### src/rtl/spi_pkg.sv
// Shared SPI definitions used by both the SPI master and the SPI slave:
// mode encodings, FSM state encoding and the sample-edge select helper.
package spi_pkg;

  // Mode number is {CPOL, CPHA}
  localparam logic [1:0] SPI_MODE0 = 2'd0;
  localparam logic [1:0] SPI_MODE1 = 2'd1;
  localparam logic [1:0] SPI_MODE2 = 2'd2;
  localparam logic [1:0] SPI_MODE3 = 2'd3;

  typedef enum logic {
    ST_IDLE   = 1'b0,
    ST_ACTIVE = 1'b1
  } spi_state_t;

  // Data is sampled on the rising sclk edge when CPOL and CPHA agree.
  function automatic logic sample_on_rise(input logic cpol, input logic cpha);
    return ~(cpol ^ cpha);
  endfunction

endpackage

### src/rtl/spi_sync_edge.sv
// N-stage synchronizer for an asynchronous pin plus one history flop;
// reports the synchronized level and single-cycle rise/fall strobes.
module spi_sync_edge #(
  parameter int   STAGES    = 2,
  parameter logic RESET_VAL = 1'b0
) (
  input  logic clk,
  input  logic rst,
  input  logic d,
  output logic level,
  output logic rise,
  output logic fall
);

  logic [STAGES-1:0] sync_q;
  logic              hist_q;

  always_ff @(posedge clk) begin
    if (rst) begin
      sync_q <= {STAGES{RESET_VAL}};
      hist_q <= RESET_VAL;
    end else begin
      sync_q <= {sync_q[STAGES-2:0], d};
      hist_q <= sync_q[STAGES-1];
    end
  end

  assign level = sync_q[STAGES-1];
  assign rise  = level & ~hist_q;
  assign fall  = ~level & hist_q;

endmodule

### src/rtl/spi_slave.sv
// SPI responder: oversamples sclk/csn/mosi in the clk domain, shifts MSB-first,
// exchanges words with local logic through a one-word tx buffer and an rx pulse.
//
// Local handshakes: tx_data is accepted on any clk edge where tx_valid && tx_ready;
// tx_valid may only drop after that edge. rx_valid is a one-cycle strobe with no
// backpressure; rx_data holds until the next completed word.
module spi_slave
  import spi_pkg::*;
#(
  parameter int DATA_WIDTH  = 8,
  parameter bit CPOL        = 1'b0,
  parameter bit CPHA        = 1'b0,
  parameter int SYNC_STAGES = 2
) (
  input  logic                  clk,
  input  logic                  rst,
  input  logic                  sclk,
  input  logic                  csn,
  input  logic                  mosi,
  output logic                  miso,
  output logic                  miso_oe,
  input  logic [DATA_WIDTH-1:0] tx_data,
  input  logic                  tx_valid,
  output logic                  tx_ready,
  output logic [DATA_WIDTH-1:0] rx_data,
  output logic                  rx_valid,
  output logic                  tx_underrun,
  output logic                  frame_err,
  output spi_state_t            dbg_state
);

  localparam int              CNT_W       = (DATA_WIDTH > 2) ? $clog2(DATA_WIDTH) : 1;
  localparam logic [CNT_W-1:0] LAST_BIT   = CNT_W'(DATA_WIDTH - 1);
  localparam bit              SAMPLE_RISE = sample_on_rise(CPOL, CPHA);

  logic unused_sclk_level, sclk_rise, sclk_fall;
  logic unused_csn_level, csn_rise, csn_fall;
  logic mosi_lvl, unused_mosi_rise, unused_mosi_fall;

  spi_sync_edge #(.STAGES(SYNC_STAGES), .RESET_VAL(CPOL)) u_sync_sclk (
    .clk(clk), .rst(rst), .d(sclk),
    .level(unused_sclk_level), .rise(sclk_rise), .fall(sclk_fall)
  );

  spi_sync_edge #(.STAGES(SYNC_STAGES), .RESET_VAL(1'b1)) u_sync_csn (
    .clk(clk), .rst(rst), .d(csn),
    .level(unused_csn_level), .rise(csn_rise), .fall(csn_fall)
  );

  spi_sync_edge #(.STAGES(SYNC_STAGES), .RESET_VAL(1'b0)) u_sync_mosi (
    .clk(clk), .rst(rst), .d(mosi),
    .level(mosi_lvl), .rise(unused_mosi_rise), .fall(unused_mosi_fall)
  );

  spi_state_t            state_q, state_d;
  logic [CNT_W-1:0]      bit_cnt;
  logic [DATA_WIDTH-1:0] tx_sh, buf_q;
  logic [DATA_WIDTH-2:0] rx_sh;
  logic [DATA_WIDTH-1:0] rx_next;
  logic                  buf_full;
  logic                  sample_edge, shift_edge;
  logic                  do_sample, do_shift, word_done, word_load;

  assign sample_edge = SAMPLE_RISE ? sclk_rise : sclk_fall;
  assign shift_edge  = SAMPLE_RISE ? sclk_fall : sclk_rise;
  assign rx_next     = {rx_sh, mosi_lvl};

  always_ff @(posedge clk) begin
    if (rst) state_q <= ST_IDLE;
    else     state_q <= state_d;
  end

  // A csn rise wins over any sclk edge seen in the same cycle.
  always_comb begin
    state_d   = state_q;
    do_sample = 1'b0;
    do_shift  = 1'b0;
    word_done = 1'b0;
    word_load = 1'b0;
    case (state_q)
      ST_IDLE: begin
        if (csn_fall) begin
          state_d   = ST_ACTIVE;
          word_load = !CPHA;
        end
      end
      ST_ACTIVE: begin
        if (csn_rise) begin
          state_d = ST_IDLE;
        end else begin
          do_sample = sample_edge;
          do_shift  = shift_edge;
          word_done = sample_edge && (bit_cnt == LAST_BIT);
          // bit_cnt==0 on a shift edge marks a word boundary in both phases
          word_load = shift_edge && (bit_cnt == '0);
        end
      end
      default: state_d = ST_IDLE;
    endcase
  end

  always_ff @(posedge clk) begin
    if (rst) begin
      bit_cnt     <= '0;
      tx_sh       <= '0;
      buf_q       <= '0;
      buf_full    <= 1'b0;
      rx_sh       <= '0;
      rx_data     <= '0;
      rx_valid    <= 1'b0;
      tx_underrun <= 1'b0;
      frame_err   <= 1'b0;
    end else begin
      rx_valid    <= 1'b0;
      tx_underrun <= 1'b0;
      frame_err   <= 1'b0;

      // A handshake coinciding with a load can only happen with the buffer
      // empty, so the load sees the old (empty) buffer and this word waits.
      if (tx_valid && tx_ready) begin
        buf_q    <= tx_data;
        buf_full <= 1'b1;
      end else if (word_load) begin
        buf_full <= 1'b0;
      end

      if (word_load) begin
        if (buf_full) begin
          tx_sh <= buf_q;
        end else begin
          tx_sh       <= '0;
          tx_underrun <= 1'b1;
        end
      end else if (do_shift) begin
        tx_sh <= {tx_sh[DATA_WIDTH-2:0], 1'b0};
      end

      if (do_sample) begin
        rx_sh   <= rx_next[DATA_WIDTH-2:0];
        bit_cnt <= word_done ? '0 : bit_cnt + 1'b1;
        if (word_done) begin
          rx_data  <= rx_next;
          rx_valid <= 1'b1;
        end
      end

      if (state_q == ST_ACTIVE && csn_rise) begin
        bit_cnt <= '0;
        if (bit_cnt != '0) frame_err <= 1'b1;
      end
    end
  end

  assign tx_ready  = ~buf_full;
  assign miso      = tx_sh[DATA_WIDTH-1];
  assign miso_oe   = (state_q == ST_ACTIVE);
  assign dbg_state = state_q;

endmodule
### config.mk
export PLATFORM = sky130hd
export DESIGN_NAME = spi_slave
export DESIGN_NICKNAME = d
export VERILOG_FILES = /design/src/rtl/spi_pkg.sv /design/src/rtl/spi_sync_edge.sv /design/src/rtl/spi_slave.sv
export SDC_FILE = /design/constraint.sdc
export NUM_CORES = 1
export LEC_CHECK = 0
export ABC_AREA = 0
export CORE_MARGIN = 2
export CORE_UTILIZATION = 48
export DETAILED_ROUTE_END_ITERATION = 8
export GPL_ROUTABILITY_DRIVEN = 0
export GPL_TIMING_DRIVEN = 0
export HOLD_SLACK_MARGIN = 0.02
export PLACE_DENSITY = 0.75
export SLEW_MARGIN = 20
export SYNTH_ARGS = -nofsm -noshare
export SYNTH_HDL_FRONTEND = slang
export SYNTH_SLANG_ARGS = --single-unit
### constraint.sdc
create_clock -name clk -period 1.5 [get_ports clk]
set_input_delay 0.225 -clock clk [delete_from_list [all_inputs] [get_ports clk]]
set_output_delay 0.225 -clock clk [all_outputs]
set_load 0.02 [all_outputs]
* Word level (Yosys, flattened, before mapping)
Index checks and enable logic that the tools add are counted.
W data, S select, Z words.
** Storage, ports and cells
- Register bits :: 47
- Input bits :: 14
- Output and inout port bits :: 15
- Word-level logic and storage cells :: 63
** Cells by class
- Add/subtract/negate cells :: 1
- Equality and inequality tests :: 1
- Multiplexer cells :: 20
- Bitwise logic cells :: 13
- Reduce and logical (&&, ||, !) cells :: 13
** Operator list (count)
- $mux W8 :: 3
- $mux W1 :: 14
- $not A1 Y1 :: 9
- $reduce_or A2 Y1 :: 4
- $and A1 B1 Y1 :: 4
- $logic_and A1 B1 Y1 :: 4
- $pmux W1 S2 :: 2
- $reduce_bool A2 Y1 :: 2
- $add A3 B1 Y3 const B :: 1
- $eq A3 B3 Y1 const B :: 1
- $logic_not A3 Y1 :: 1
- $mux W3 :: 1
- $reduce_bool A3 Y1 :: 1
- $reduce_and A2 Y1 :: 1

* Logic depth before layout (Yosys ltp)
Gate-level depths: netlist of the first run.
- Depth after elaboration :: 7
- Gate-level depth with buffers :: 7
- Depth with buffers taken out :: 5

* By module
A second synthesis of the first run with hierarchy kept.
** Unflattened totals
- Cell total of the unflattened synthesis :: 195
- Area total of the unflattened synthesis :: 1781.7 um^2
** By module, submodules not included
- spi_slave :: instances 1, cells an instance 171, area each 1506.4 um^2
- spi_sync_edge at u_sync_mosi ... :: instances 2, cells an instance 8, area each 91.3 um^2
- spi_sync_edge at u_sync_csn :: instances 1, cells an instance 8, area each 92.6 um^2

* Worst setup path before layout of the first run
OpenSTA, ideal clock, no wires.
- Path type :: register -> register
- Start :: register bit_cnt[0]
- End :: register tx_sh[1]
- Library setup time :: 0.095 ns
- Arrival time :: 1.409 ns
- Data required time :: 1.405 ns
- Path slack :: -0.004 ns
- Cell stages (with the launch flop) :: 8
- Buffers on the path :: 2
- Clock period less this slack :: 1.504 ns
- Cells stage by stage :: dfxtp_1 -> inv_1 -> ha_1 -> nor2b_1 -> clkbuf_1 -> a31o_1 -> buf_6 -> a221oi_1
** Between the ends
- Word-level cells in the longest chain between the ends :: 5
- Elaborated cells on any way between the ends :: 6
- Classes of those cells :: mux: 3; reduce/logical: 3
** RTL lines
- start, declared :: RTL line spi_slave.sv:56 : logic [CNT_W-1:0] bit_cnt;
- start signal, assigned :: RTL line spi_slave.sv:140 : bit_cnt <= word_done ? '0 : bit_cnt + 1'b1;
- $logic_not A3 Y1 * :: RTL line spi_slave.sv:95 : word_load = shift_edge && (bit_cnt == '0);
- $logic_and A1 B1 Y1 * :: RTL line spi_slave.sv:95
- $mux W1 * :: RTL line spi_slave.sv:88 : if (csn_rise) begin
- $pmux W1 S2 * :: RTL line spi_slave.sv:80 : case (state_q)
- $mux W8 or $reduce_bool A2 Y1 (tied branches)
- end signal, assigned :: RTL line spi_slave.sv:129 : tx_sh <= buf_q;
- end signal, assigned :: RTL line spi_slave.sv:135 : tx_sh <= {tx_sh[DATA_WIDTH-2:0], 1'b0};
- end, declared :: RTL line spi_slave.sv:57 : logic [DATA_WIDTH-1:0] tx_sh, buf_q;
Every way passes the cells marked *; elsewhere a longest branch is shown, timed or not.
A chain may end at the register's enable or synchronous reset.

* Worst setup path after layout of the first run
- Start :: register bit_cnt[0]
- End :: register tx_sh[2]
The elaborated chain is that of the path after synthesis.

==> impl_summary.md, run 1 <==
GRT
For this run, the total global-route usage over all layers was measured as just over 20%. The number of antenna violations at the first check in global routing is 0. The global-route wire length before repair is around 6900 um.

After global routing the overflow that remains totals 0. Entering global routing, the biggest net connects 14 pins. The number of global-route vias before repair is 1531.

STA
Based on the critical path, the design can be clocked at up to about 680 MHz. Headroom to the max-slew limit came out at 67.0%. The share of the clock period used by the worst path is a little under 100%. Clock skew on the completed layout was measured at around 0.0092 ns. Setup repair after global routing could not meet its margin everywhere.

The worst hold slack is between 0.2 and 0.3 ns. The slew of the pin with the lowest slew margin is 0.495 ns. The setup slack after layout is approximately 0.022 ns.

Setup violations remaining at the end of the flow were counted as 0. The final critical-path required period is between 1 and 1.5 ns. The number of hold violations in the final report came to 0. The final total negative setup slack is 0 ns. The number of max-slew violations in the final report is 0.

Synth
The synthesized netlist occupies a cell area of 1940 um^2. In this run, synthesis produced a sequential element count of between 40 and 50. The sequential share of the synthesized area is about 49%. sky130_fd_sc_hd__dfxtp_1 takes more of the synthesized area than any other cell.

The number of nets handed over by synthesis was ~230. The area share of the largest cell type after synthesis is a little under 50%. The share of synthesized registers carrying an async set or reset is 0%. Yosys instantiated no cell more often than sky130_fd_sc_hd__dfxtp_1.

During synthesis, Yosys emitted a total of 0 warnings. Each instance of the synthesized netlist takes up on average between 8 and 9 um^2. Counting instances in the post-synthesis netlist gives the leading cell types as sky130_fd_sc_hd__dfxtp_1 (47), sky130_fd_sc_hd__a21oi_1 (27), sky130_fd_sc_hd__nand2_1 (26), sky130_fd_sc_hd__inv_1 (12). The most frequently used flop master after synthesis is sky130_fd_sc_hd__dfxtp_1. Counting distinct cell types in the post-synthesis netlist gives 32.

The cell count after synthesis came out at 216. Counting flops with a built-in enable in the synthesized netlist gives 0. Ranked by total cell area, the synthesized netlist is headed by sky130_fd_sc_hd__dfxtp_1 (49%), sky130_fd_sc_hd__a21oi_1 (7.0%), sky130_fd_sc_hd__nand2_1 (5.0%).

Route
The aggregate routed wire length is between 4000 and 5000 um. The detail route stage leaves a number of antenna-violating nets equal to 0. The first routing iteration left 97 violations.

The via-per-instance ratio is 5.59. Before antenna repair, the detailed router went through 4 iterations. The via total after detailed routing is roughly 1700.

The residual DRC count is 0. The detail-routed net length per standard cell is around 15 um.

Final layout
The area overhead of the layout relative to synthesis is 34.0%. The net count reported at finish is 271. The count of fill cells added during filler insertion is about 330.

The non-filler instance count after layout is between 300 and 400. The area occupied by multi-input gates is between 900 and 1000 um^2. The area of all placed cells without fillers is around 2600 um^2.

Measured on the finished design, the core utilization comes to between 60% and 70%. The register cell area after layout is between 900 and 1000 um^2. Of the cells placed in the final design, the portion with a size suffix greater than 1 is between 20% and 30%. The number of antenna diodes in the final layout is 0.

Placement
The detailed placement HPWL is roughly 2800 um. During placement, the flow inserted port buffers numbering 27. Before CTS, the worst setup slack after placement is -0.196 ns.

After detailed placement, the total cell area comes to roughly 2300 um^2. The number of placed instances with taps included is between 200 and 300.

Run
The number of max-cap violations is 0.

Critical path
Of all nets on the critical path, the largest fanout is 10. The critical path runs through a total of 6 cells. The worst setup path is of the register to register kind. The worst path buffer plus inverter count is 2. The worst endpoint required time is between 1.5 and 2 ns. The highest-delay cell along the critical path is sky130_fd_sc_hd__dfxtp_2. Data on the critical path arrives at its endpoint at about 1.7 ns.

The worst reg-to-reg path cell count is 6. The endpoint type of the worst setup path is a register. The largest stage delay on the critical path is 0.37 ns. The top cell family by delay on the critical path is compound AO/OA/AOI/OAI gates. Walking the worst path, the cells encountered are inv_2 > ha_1 > nor2b_4 > a31o_1 > buf_6 > a221oi_2. The launching element type of the critical path is a register.

Power
The worst IR drop on VDD is approximately 0.55 mV. Summed over all cells, the static leakage comes to around 1.1 nW. Dividing total power by cell area gives a power density of 888 nW/um^2.

Power comes to 2.31 mW.

Floorplanning
The starting density of the core is between 40% and 50%. The width of the chip is between 60 and 70 um. The floorplan has 23 rows. The die outline area is about 4600 um^2. The count of boundary I/O pins is 29. The core area is approximately 3900 um^2. Measured along the y axis, the die boundary spans 67.5 um.

Worst hold path
The classification of the worst-slack hold path is input pin to register. The cell depth of the worst hold path is 2.

Clock network
In this run, post-CTS hold repair placed 0 buffers. The tree is rooted in a sky130_fd_sc_hd__clkbuf_8. The worst-skew pair later-pin latency is 0.30 ns. Clock-pin slew was measured on the worst setup and hold paths at roughly 0.09 ns. The total clock buffers created by CTS is 5. The clock tree from TritonCTS is yes.

The maximum level of the CTS H-tree is 2. For this design, the sink count on the clock tree is 47. The buffer depth of the longest clock path is 2.

Run status
The flow ran to the end, and the final reports show no timing, DRC or antenna violations.
-- area by class of cell --
cell class                 instances  share of cell area [%]
timing repair buffer              33                    13.2
multi-input combinational        135                    37.6
tap                               50                    2.41
inverter                          12                    1.74
buffer                            20                    5.21
clock inverter                     1                   0.193
clock buffer                       6                    3.18
sequential                        47                    36.5
-- registers in the layout, summed over array words and instances, names as in the netlist --
| register | flops |
|---|---|
| u_sync_sclk.sync_q | 2 |
| u_sync_csn.sync_q | 2 |
| tx_sh | 8 |
| u_sync_mosi.sync_q | 2 |
| rx_data | 8 |
| bit_cnt | 3 |
| tx_underrun | 1 |
| u_sync_csn.hist_q | 1 |
| dbg_state | 1 |
| buf_full | 1 |
| rx_valid | 1 |
| frame_err | 1 |
| u_sync_sclk.hist_q | 1 |
| rx_sh | 7 |
| buf_q | 8 |
-- logic make-up after synthesis --
kind of cell / share of synthesized area (%)
AOI/OAI and AO/OA: 22.1
adders and majority gates: 1.94
buffers and inverters: 8.20
DFF: 48.6
and+or+nand+nor: 19.2
-- repair_timing --
item,CTS,global route
pin swaps,1,5
buffers inserted,2,4
gates resized for setup,23,31
setup endpoints to repair,27,34
-- per-layer routing --
metal  vias up  wire [um]  track usage (%)
li1        845          -                -
met1       815       2120             27.0
met2        32       2080             31.7
met3         7        158             4.17
met4         0         65             9.18
met5         -          0                0
-- worst register-to-register path, cell delays in order, from the launching register on --
cell and delay (ns):
sky130_fd_sc_hd__dfxtp_2 0.37, sky130_fd_sc_hd__inv_2 0.05, sky130_fd_sc_hd__ha_1 0.19, sky130_fd_sc_hd__nor2b_4 0.16, sky130_fd_sc_hd__a31o_1 0.23, sky130_fd_sc_hd__buf_6 0.15
sky130_fd_sc_hd__a221oi_2 0.24
-- placed cells by master (no fill, tap or decap), types with 2 or more instances in the layout --
master                            count
sky130_fd_sc_hd__a21oi_1             25
sky130_fd_sc_hd__a21oi_2              2
sky130_fd_sc_hd__a221oi_2             7
sky130_fd_sc_hd__and3_1               2
sky130_fd_sc_hd__and3b_1              2
sky130_fd_sc_hd__buf_2                3
sky130_fd_sc_hd__buf_4                8
sky130_fd_sc_hd__buf_6                4
sky130_fd_sc_hd__clkbuf_1             8
sky130_fd_sc_hd__clkbuf_8             6
sky130_fd_sc_hd__clkdlybuf4s50_1     15
sky130_fd_sc_hd__dfxtp_1             42
sky130_fd_sc_hd__dfxtp_2              5
sky130_fd_sc_hd__dlygate4sd2_1        4
sky130_fd_sc_hd__dlymetal6s2s_1       8
sky130_fd_sc_hd__ha_1                 3
sky130_fd_sc_hd__inv_1               10
sky130_fd_sc_hd__inv_2                2
sky130_fd_sc_hd__nand2_1             26
sky130_fd_sc_hd__nand3_1              7
sky130_fd_sc_hd__nand3b_1             2
sky130_fd_sc_hd__nand4_1             11
sky130_fd_sc_hd__nor2b_1              7
sky130_fd_sc_hd__o21ai_0             10
sky130_fd_sc_hd__o31ai_1              2
sky130_fd_sc_hd__o31ai_2              3
sky130_fd_sc_hd__o31ai_4              3
sky130_fd_sc_hd__o41ai_1              4
sky130_fd_sc_hd__o41ai_2              3
sky130_fd_sc_hd__or2_2                3
-- power breakdown --
| group | internal, mW | switching (mW) |
|---|---|---|
| Clock | 0.362 | 0.403 |
| Combinational | 0.106 | 0.117 |
| Sequential | 1.29 | 0.0304 |
| Total | 1.76 | 0.550 |
-- final timing paths --
path,to,slack [ns],from
max,tx_sh[2],0.02,bit_cnt[0]
min,u_sync_sclk.hist_q,0.29,rst
max reg2reg,tx_sh[2],0.02,bit_cnt[0]
min reg2reg,u_sync_csn.sync_q[1],0.42,u_sync_csn.sync_q[0]
Power figures use the tool's default switching activity.
==> run 2: changes to the inputs <==
==> constraint.sdc (replaced) <==
create_clock -name clk -period 1.3 [get_ports clk]
set_input_delay 0.195 -clock clk [delete_from_list [all_inputs] [get_ports clk]]
set_output_delay 0.195 -clock clk [all_outputs]
set_load 0.02 [all_outputs]
==> impl_summary.md, run 2 (synthesis gave the netlist of run 1 again) <==
Worst hold path
The tightest min-delay check is of the input pin to register type. The cell depth of the worst hold path is 2 (unchanged).

Placement
The count of input and output buffers is 27 (unchanged). The post-detailed-placement cell area is 2350 um^2 (+3.5%). The detailed placement HPWL was 2900 um (+4.7%).

STA
The slew of the pin with the lowest slew margin is 0.601 ns (+0.105 ns). The number of setup violations in the final report was 28 (+28). The number of max-slew violations in the final report is 0 (unchanged). The final critical-path required period is 1.42 ns (-0.0547 ns). The worst slew slack as a fraction of its limit came to 59.9% (-7.0 points). The share of the clock period used by the worst path is 109% (+11 points). The final total negative setup slack is -1.67 ns (-1.67 ns). The setup slack after layout is -0.123 ns (-0.145 ns). Setup repair after global routing could not meet its margin everywhere. The number of hold violations in the final report was 0 (unchanged). The maximum achievable frequency is 703 MHz (+3.8%). The clock skew after layout is 0.00930 ns (+0.0000905 ns).

Power
The leakage power figure is 1.09 nW (+2.6%). The worst IR drop on VDD was 0.764 mV (+40%). The power density relative to cell area came to 1020 nW/um^2 (+15%). The total power of the final layout is 3.03 mW (+32%).

GRT
The number of global-route vias before repair is 1673 (+9.3%). The maximum number of pins on one net before global-route repair is 15 (+1). The total grt overflow came to 0 (unchanged). The global-route wire length before repair is 7990 um (+16%). The all-layer global routing usage is 23.7% (+3.3 points).

The number of antenna violations at the first check in global routing is 0 (unchanged).

Critical path
The data arrival time of the critical path was 1.65 ns (-0.04 ns). The endpoint type of the worst setup path is a register. The launching element type of the critical path is a register.

The worst reg-to-reg path cell count is 6 (unchanged). By startpoint and endpoint, the worst setup path is classified as register to register. The worst endpoint required time is 1.53 ns (-0.18 ns).

The highest fanout seen on the critical path is 8 (-2).

Floorplanning
The core area is 3940 um^2 (unchanged). The starting density of the core is 49.1% (unchanged). The die height is 67.5 um (unchanged). The width of the chip is 67.5 um (unchanged).

The count of boundary I/O pins came to 29 (unchanged). The die outline area is 4560 um^2 (unchanged). The number of placement rows came to 23 (unchanged).

Clock network
The post-cts hold buffer count was 0 (unchanged). The maximum level of the CTS H-tree is 2 (unchanged). The worst-skew pair later-pin latency is 0.31 ns (about the same).

The number of clock sinks is 47 (unchanged). The cell at the root of the clock tree is sky130_fd_sc_hd__clkbuf_8. The clock slew seen by the registers of the worst setup and hold paths was 0.09 ns (about the same). The clock tree from TritonCTS is yes. The total clock buffers created by CTS is 5 (unchanged). The buffer depth of the longest clock path is 2 (unchanged).

Final layout
The largest registers in the layout are buf_q x8, rx_data x8, tx_sh x8. Leaving out fill and tap cells, the most frequent cell in the layout is sky130_fd_sc_hd__dfxtp_1. The ratio of cells with drive above 1 in the final layout came to 37.8% (+15 points). The net count reported at finish is 283 (+4.4%). Compared with the post-synthesis result, the final layout area differs by 53.6%. The final core area utilization is 75.5% (+9.6 points). The area of all placed cells without fillers was 2980 um^2 (+15%). The library cells used most frequently in the layout, excluding fill and tap cells, are sky130_fd_sc_hd__dfxtp_1 (40), sky130_fd_sc_hd__nand2_1 (26), sky130_fd_sc_hd__a21oi_1 (23), sky130_fd_sc_hd__buf_6 (15), sky130_fd_sc_hd__dlygate4sd2_1 (13). The diode insertion count for antenna repair was 0 (unchanged).

Route
The DRC violation total after the first TritonRoute iteration is 121 (+25%). The number of nets with antenna violations after detailed routing is 0 (unchanged). The detail-routed net length per standard cell is 16.5 um (+13%). The aggregate routed wire length is 5240 um (+18%). The via-per-instance ratio was 5.74 (+2.7%).

The detailed-router iteration count before antenna repair is 4 (unchanged). The via total after detailed routing came to 1820 (+7.1%). The residual DRC count is 0 (unchanged).

Run status
The checks that failed: negative setup slack. The run finished, with violations left.

Run
The number of max-cap violations came to 0 (unchanged).
run 2: cell count changes in the layout (fill, tap and decap cells not counted), sizes merged:
cell / previous run / this run
buf: 17 / 27
bufinv: 0 / 1
clkbuf: 15 / 18
clkdlybuf4s15: 0 / 1
clkdlybuf4s50: 15 / 12
clkinv: 1 / 0
dlygate4sd2: 4 / 13
dlymetal6s2s: 8 / 0
nor2b: 8 / 9
run 2: final timing paths:
path | start | end | slack [ns]
worst max register to register | dbg_state | rx_sh[4] | -0.12
worst max-delay path | dbg_state | rx_sh[4] | -0.12
worst min-delay path | rst | u_sync_mosi.sync_q[1] | 0.25
worst min register to register | u_sync_csn.sync_q[0] | u_sync_csn.sync_q[1] | 0.43
run 2: power by group:
| group | internal [mW] | total [mW] | leakage, nW | switching (mW) |
|---|---|---|---|---|
| Combinational | 0.151 | 0.313 | 0.638 | 0.162 |
| Sequential | 1.48 | 1.51 | 0.385 | 0.0332 |
| Clock | 0.692 | 1.21 | 0.0636 | 0.516 |
run 2: through the flow:
step,setup WS (ns),std cells,hold WS (ns)
after global placement,-0.199,293,0.408
after CTS,-0.105,312,0.249
after detailed placement,-0.211,293,0.413
after floorplan,-0.130,216,0.299
final,-0.123,317,0.255
after global routing,-0.179,317,0.281
run 2: repair_timing:
| action | 4_1_cts | 5_1_grt |
|---|---|---|
| hold endpoints to repair | 0 | 0 |
| cloned | 4 | 1 |
| endpoints found under the setup margin | 45 | 31 |
| buffers inserted | 10 | 5 |
| pin swaps | 22 | 25 |
| gates resized for setup | 59 | 53 |
run 2: area by class of cell:
| type | instances | area (um^2) |
|---|---|---|
| multi-input combinational | 136 | 1190 |
| fill | 255 | 967 |
| sequential | 47 | 960 |
| timing repair buffer | 46 | 445 |
| buffer | 18 | 141 |
| clock buffer | 7 | 97.6 |
| tap | 50 | 62.6 |
| inverter | 12 | 50.0 |
| clock inverter | 1 | 30.0 |
run 2: worst max-delay path, cell delays in order, from the launching register on:
cell	delay (ns)
sky130_fd_sc_hd__dfxtp_4	0.36
sky130_fd_sc_hd__buf_6	0.10
sky130_fd_sc_hd__buf_4	0.10
sky130_fd_sc_hd__and3b_2	0.33
sky130_fd_sc_hd__buf_6	0.17
sky130_fd_sc_hd__nand3_1	0.09
sky130_fd_sc_hd__a21oi_1	0.18
run 2: per-layer routing:
metal	vias up	part of all wire, %	GRT usage [%]
li1	878	-	-
met3	9	4.1	4.50
met2	56	50	37.5
met1	877	44	31.8
met4	0	1.7	9.18
met5	-	0	0
==> RTL change (config.mk and constraints of run 1) <==
`CPOL`: 1'b0 -> 1'b1.
--- a/src/rtl/spi_slave.sv
+++ b/src/rtl/spi_slave.sv
@@ -8,7 +8,7 @@
   import spi_pkg::*;
 #(
   parameter int DATA_WIDTH  = 8,
-  parameter bit CPOL        = 1'b0,
+  parameter bit CPOL        = 1'b1,
   parameter bit CPHA        = 1'b0,
   parameter int SYNC_STAGES = 2
 ) (
Check against the original RTL: not equivalent (a bounded check fails within 10 cycles, from zero or initial values and one cycle with rst high).
==> RTL change against run 1 <==
Sequential power about the same; setup slack got worse by 0.0044 ns; clock skew fell by 0.0025 ns; core utilization is 1.9 points higher; routed wire length grew 3.6%; hold slack better by 0.0058 ns; cell count up 1.3%; sequential share of layout area is 0.84 points lower; final area grew 2.9%; highest routed layer unchanged; sequential cell count is the same; synthesized area down 0.13%; power rose by 4.0%.
==> RTL change: results <==
export IMPL_run_status="finished clean"
export IMPL_drt_initial_drc_count=94
export IMPL_regArea_um2=952
export IMPL_ys_top_cells_by_area="dfxtp_1 (49%), a21oi_1 (7.0%), nand2_1 (5.0%)"
export IMPL_crit_path_max_fanout=6
export IMPL_p_leak_uw=0.00108
export IMPL_syn_avg_cell_area_um2=8.96
export IMPL_cts_buffer_depth=2
export IMPL_fillerInstances=294
export IMPL_grt_pass1_vias=1449
export IMPL_synth_fa_ha_area_share_pct=1.94
export IMPL_place_inst=293
export IMPL_layout_nets=274
export IMPL_min_from="rst"
export IMPL_placed_area_um2=2270
export IMPL_n_antenna_cell=0
export IMPL_synth_mux_area_share_pct=0
export IMPL_worst_slew_pin_slew_ns=0.540
export IMPL_grt_pass1_wl_um=6870
export IMPL_cp_data_arrival_time_ns=1.67
export IMPL_antenna_found_initial=0
export IMPL_whs_endpoint="u_sync_mosi.sync_q[1]"
export IMPL_vias=1735
export IMPL_drt_wirelength_per_cell_um=14.9
export IMPL_switching_share_pct=24.6
export IMPL_r2r_end="tx_sh[7]"
export IMPL_grt_max_degree=15
export IMPL_fin_skew_ns=0.00671
export IMPL_slowest_stage="dfxtp_4"
export IMPL_hp_class="input pin to register"
export IMPL_synth_seq_area_share_pct=48.6
export IMPL_layout_drive_gt1_share_pct=25.6
export IMPL_grt_use_total_pct=20.2
export IMPL_synth_compound_area_share_pct=22.1
export IMPL_fin_cells=308
export IMPL_r2r_slack_ns=0.02
export IMPL_first_pass_iters=5
export IMPL_ys_types=32
export IMPL_vdd_drop_max_uv=723
export IMPL_dpl_hpwl_um=2840
export IMPL_clk_pin_slew_ns=0.09
[RTL change: metal layers]
| metal | part of all wire [%] | vias up | global-route usage, % |
|---|---|---|---|
| met5 | 0 | - | 0 |
| li1 | - | 852 | - |
| met2 | 47 | 51 | 29.7 |
| met4 | 1.4 | 0 | 9.69 |
| met1 | 47 | 826 | 27.4 |
| met3 | 3.8 | 6 | 5.33 |
[RTL change: worst max path at each step]
stage,startpoint,to,slack (ns),depth (start not counted)
2_1_floorplan,bit_cnt[0],tx_sh[1],0.02,7
3_3_place_gp,bit_cnt[0],bit_cnt[1],-0.22,7
3_5_place_dp,bit_cnt[0],bit_cnt[1],-0.21,7
4_1_cts,rx_data[3],rx_data[3],0.002,1
5_1_grt,bit_cnt[0],tx_sh[7],-0.04,6
6_report,bit_cnt[0],tx_sh[7],0.02,6
[RTL change: cells by family after synthesis]
group           count (synthesis)
buf+inv                        34
fa+ha+maj                       3
flops                          47
simple gates                   67
compound gates                 65
[RTL change: cell type report]
class                      count  area share, %
buffer                        20           4.97
clock buffer                   7           3.61
clock inverter                 1          0.281
inverter                      12           1.83
multi-input combinational    135           37.4
sequential                    47           35.7
tap                           50           2.34
timing repair buffer          36           13.9
[RTL change: worst max-delay path, delay by kind of cell (launching register included)]
family	cells	cell delay, ns
flops	1	0.37
simple gates	1	0.13
compound gates	2	0.43
buf+inv	2	0.23
fa+ha+maj	1	0.19
[RTL change: power groups by stage]
stage          registers (µW)  logic, µW  clock network [µW]
2_1_floorplan            1340        125                   0
3_3_place_gp             1340        202                   0
3_5_place_dp             1340        206                   0
4_1_cts                  1320        199                 862
5_1_grt                  1320        241                 905
6_report                 1320        223                 859
[RTL change: repair_timing]
action,CTS,global route
cloned,0,1
endpoints found under the setup margin,28,33
pin swaps,1,7
setup buffers,2,6
gates resized for setup,18,43
[RTL change: metrics by stage]
step | power (µW) | hold WS [ns] | util [%] | worst slack [ns]
CTS | 2380 | 0.289 | 61.4 | 0.00167
floorplan | 1460 | 0.329 | - | 0.0240
global route | 2470 | 0.324 | 67.7 | -0.0384
detailed placement | 1550 | 0.401 | 57.5 | -0.215
finish | 2400 | 0.299 | 67.7 | 0.0178
global placement | 1540 | 0.391 | 57.5 | -0.218
